<file path="config.mk">
export PLATFORM = sky130hd
export DESIGN_NAME = rr_arb_mux_2x1
export DESIGN_NICKNAME = d
export VERILOG_FILES = /design/src/rtl/rr_arb_mux_2x1.sv
export SDC_FILE = /design/constraint.sdc
export NUM_CORES = 1
export LEC_CHECK = 0
export CORE_UTILIZATION = 45
export CTS_BUF_LIST = sky130_fd_sc_hd__clkbuf_4
export DETAILED_ROUTE_END_ITERATION = 10
export PLACE_DENSITY = 0.94
export REMOVE_ABC_BUFFERS = 1
export SYNTH_ARGS = -nofsm -noshare
export SYNTH_HDL_FRONTEND = slang
export SYNTH_SLANG_ARGS = --single-unit
export TNS_END_PERCENT = 10
</file>
<file path="constraint.sdc">
create_clock -name clk -period 1.81 [get_ports clk]
set_clock_uncertainty 0.15 [all_clocks]
set_input_delay 0.362 -clock clk [delete_from_list [all_inputs] [get_ports clk]]
set_output_delay 0.362 -clock clk [all_outputs]
set_load 0.05 [all_outputs]
</file>
<file path="src/rtl/rr_arb_mux_2x1.sv">
// Two-requester round-robin arbiter with a registered, valid/ready output stage
// feeding the downstream 2x1 mux (sel: 0 = a, 1 = b).
//
// state | meaning
// EMPTY | y holds no unconsumed data (y_valid = 0)
// FULL  | y holds data waiting for y_ready (y_valid = 1)
module rr_arb_mux_2x1 #(
    parameter int WIDTH = 8,
    parameter int CNT_W = 8
) (
    input  logic             clk,
    input  logic             rst,
    input  logic             req_a,
    input  logic [WIDTH-1:0] a,
    output logic             ack_a,
    input  logic             req_b,
    input  logic [WIDTH-1:0] b,
    output logic             ack_b,
    output logic             sel,
    output logic [WIDTH-1:0] y,
    output logic             y_sel,
    output logic             y_valid,
    input  logic             y_ready,
    output logic [CNT_W-1:0] cnt_a,
    output logic [CNT_W-1:0] cnt_b
);

    typedef enum logic {
        EMPTY = 1'b0,
        FULL  = 1'b1
    } state_t;

    state_t state, state_nxt;
    logic   last_sel;
    logic   space;
    logic   accept;

    assign y_valid = (state == FULL);

    always_comb begin
        sel       = last_sel;
        space     = 1'b0;
        accept    = 1'b0;
        ack_a     = 1'b0;
        ack_b     = 1'b0;
        state_nxt = state;

        // On a tie the loser of the previous grant wins.
        if (req_a && req_b) begin
            sel = ~last_sel;
        end else if (req_a) begin
            sel = 1'b0;
        end else if (req_b) begin
            sel = 1'b1;
        end

        space  = (state == EMPTY) | y_ready;
        accept = ~rst & (req_a | req_b) & space;
        ack_a  = accept & ~sel;
        ack_b  = accept & sel;

        case (state)
            EMPTY: if (accept) state_nxt = FULL;
            FULL:  if (!accept && y_ready) state_nxt = EMPTY;
            default: state_nxt = EMPTY;
        endcase
    end

    always_ff @(posedge clk) begin
        if (rst) begin
            state    <= EMPTY;
            y        <= '0;
            y_sel    <= 1'b0;
            last_sel <= 1'b1;
            cnt_a    <= '0;
            cnt_b    <= '0;
        end else begin
            state <= state_nxt;
            if (accept) begin
                y        <= sel ? b : a;
                y_sel    <= sel;
                last_sel <= sel;
            end
            if (ack_a && (cnt_a != {CNT_W{1'b1}})) cnt_a <= cnt_a + CNT_W'(1);
            if (ack_b && (cnt_b != {CNT_W{1'b1}})) cnt_b <= cnt_b + CNT_W'(1);
        end
    end

endmodule

</file>
==> out/metrics.cfg <==
[drt]
drt_iter0_markers = 54
routed_wl_microns = 4518
avgViaCountPerCell = 6.360
first_pass_iters = 4
route.detailed.drc = 0
ant_nets = 0
detail_route.wl_per_cell_microns = 18.67
num_vias = 1539

[cells_and_area]
final_common_cell = buf_4
fin_cells = 242
final_cell_mix = 39 x buf_4, 25 x dfxtp_1, 16 x clkdlybuf4s50_1
area_growth_syn_to_layout_pct = 62.45
fin_nets = 235
drive_gt1_share_pct = 32.70
layout.filler_cells = 130
num_antenna_cells = 0

[critical_path]
cp-start-kind = input pin
crit_slowest_cell = dlygate4sd2_1
max_stage_delay_ns = 0.34
cp.depth = 5
crit_type = input pin to output pin
path_max_fanout = 4
critical-path-top-delay-family = buffers and inverters
end_kind = output pin
worstPathBufferInverterCount = 3
crit_chain = dlygate4sd2_1, nand2_2, o21ai_1, inv_1, buf_4
r2r.worst_path.cells = 5
cp.arrival_ns = 1.33
worstPathRequired_ns = 1.30

[sta]
rsz0062_at_grt = yes
slew_violations = 0
max-slew-margin-rel_pct = 72.20
fmax_mhz = 541.6
finalCriticalPeriod_ns = 1.847
worst_pin_slew_ns = 0.4166
finalSetupViolCount = 2
fin_crit_sh_pct = 102.0
hold_viol_final = 0
fin_hold_ws_ns = 0.3585
setup_ws_ns = -0.03650

[status]
violations = negative setup slack
status = complete, but fails checks

[cts]
ctsHoldBuffers = 0
numCtsBuffers = 3
cts-root-buf = clkbuf_4
path_clk_slew_ns = 0.16
cts.sinks = 27
htreeDepth = 1
cts_tree = yes
insertion_delay_ns = 0.34
cts_buffer_depth = 2

[job]
maxCapViolCount = 0

[floorplan]
start_util_pct = 47.41
die-area_sq_mm = 0.003099
core-area_sq_mm = 0.002734
num_io_pins = 50
die_y_microns = 55.67
rows = 19
die_w_microns = 55.67

[placement]
port_buffers = 49
place_inst = 231
place_hpwl_microns = 2808
gp_congestion = 0.8143

[min_path]
hold_class = flip-flop to flip-flop
min_path_cells = 2

[global_routing]
antenna_found_initial = 0
grt_overflow = 0
grt_max_degree = 20
grt_pass1_vias = 1490
grt_pass1_wl_microns = 7134
grt.total_usage_pct = 29.35

[power_and_ir_drop]
p_leak_nw = 0.8460
total_power_mw = 1.311
powerDensity_mw_per_mm2 = 622.8
ir_worst_vdd_mv = 0.7454

[synthesis]
yosysSeqAreaShare_pct = 41.70
ys_types = 36
syn_avg_cell_area_sq_um = 9.065
synth_cells = 143
yosysWarnings = 0
syn_area_sq_mm = 0.001296
synth_seq_cells = 27

[Yosys cell counts]
cell	number	area (sq um)
buf_4	2	15.01
nor2_1	15	56.30
nand2b_1	2	12.51
nor2b_1	1	6.260
ha_1	2	25.02
inv_2	1	3.750
nand3_1	6	30.03
nand4_2	1	12.51
o21ai_0	5	25.02
o211ai_1	1	7.510
or4_1	1	7.510
or3_1	2	12.51
o311ai_0	6	52.55
or4b_1	1	10.01
dfxtp_1	27	540.5
buf_1	1	3.750
o211a_1	1	10.01
nor3_1	1	5.000
o31ai_1	2	15.01
nand3b_1	2	15.01
buf_2	3	15.01
nand2_1	5	18.77
inv_1	6	22.52
a311oi_1	1	8.760
a211oi_1	10	75.07
mux2i_1	9	90.09
nor4_1	2	12.51
and2_1	1	6.260
o41ai_1	5	43.79
nand4_1	2	12.51
and4_1	2	17.52
clkbuf_1	3	11.26
nand2b_4	1	13.76
nand4_4	1	21.27
nand2_2	1	6.260
a21oi_1	11	55.05
[worst reg2reg max path, delay by kind of cell (launching register included)]
family / cells / cell delay [ns]
muxes: 1 / 0.14
and+or+nand+nor: 3 / 0.74
adders and majority gates: 1 / 0.27
DFF: 1 / 0.40
[final timing paths]
check	from	endpoint	slack, ns
setup / recovery	req_a	sel	-0.04
hold / removal	y_sel	y_sel	0.36
setup reg to reg	cnt_b[0]	cnt_b[5]	0.04
hold reg to reg	y_sel	y_sel	0.36
[state kept, by name (all words and copies together) (netlist names)]
name	count
cnt_a	8
y	8
y_sel	1
last_sel	1
y_valid	1
cnt_b	8
[metrics by stage]
stage	setup TNS (ns)	cell area, sq um	utilization [%]	setup slack (ns)
final	-0.06756	2106	77.03	-0.03650
after global routing	-0.2171	2106	77.03	-0.09897
after CTS	0	2092	76.52	0.005032
after detailed placement	-6.120	1998	73.09	-0.3183
after global placement	-4.021	1998	73.09	-0.2162
after floorplan	-1.726	1251	-	-0.4918
[repair_timing]
| action | 4_1_cts | 5_1_grt |
|---|---|---|
| gates resized for setup | 10 | 5 |
| pin swaps | 1 | 0 |
| setup buffers | 7 | 0 |
| endpoints found under the setup margin | 3 | 15 |
[power breakdown]
part	internal (mW)	switching, mW	leakage (nW)
clock network	0.102	0.203	0.0184
registers	0.619	0.0243	0.220
logic	0.160	0.204	0.608
[kinds of logic (layout without fill, tap and decap cells)]
logic type	count (synthesis)	count (layout)	share of synthesized area (%)
flops	27	27	41.70
mux	9	9	6.950
compound gates	42	42	22.59
simple gates	47	47	21.33
fa+ha+maj	2	2	1.930
buf+inv	16	84	5.501
[metal layers]
| layer | global-route usage [%] | part of all wire, % |
|---|---|---|
| met5 | 0 | 0 |
| met2 | 52.84 | 52 |
| met1 | 32.21 | 36 |
| met4 | 19.29 | 5.6 |
| met3 | 3.488 | 6.0 |
[final cells by class]
class | instances | area (sq um) | share of cell area (%)
clock buffer | 4 | 30.03 | 1.426
inverter | 7 | 28.78 | 1.367
multi-input combinational | 100 | 705.7 | 33.51
sequential | 27 | 543.0 | 25.79
tap | 31 | 38.79 | 1.842
timing repair buffer | 73 | 759.5 | 36.07
No activity file was read; power rests on OpenSTA's default activity.
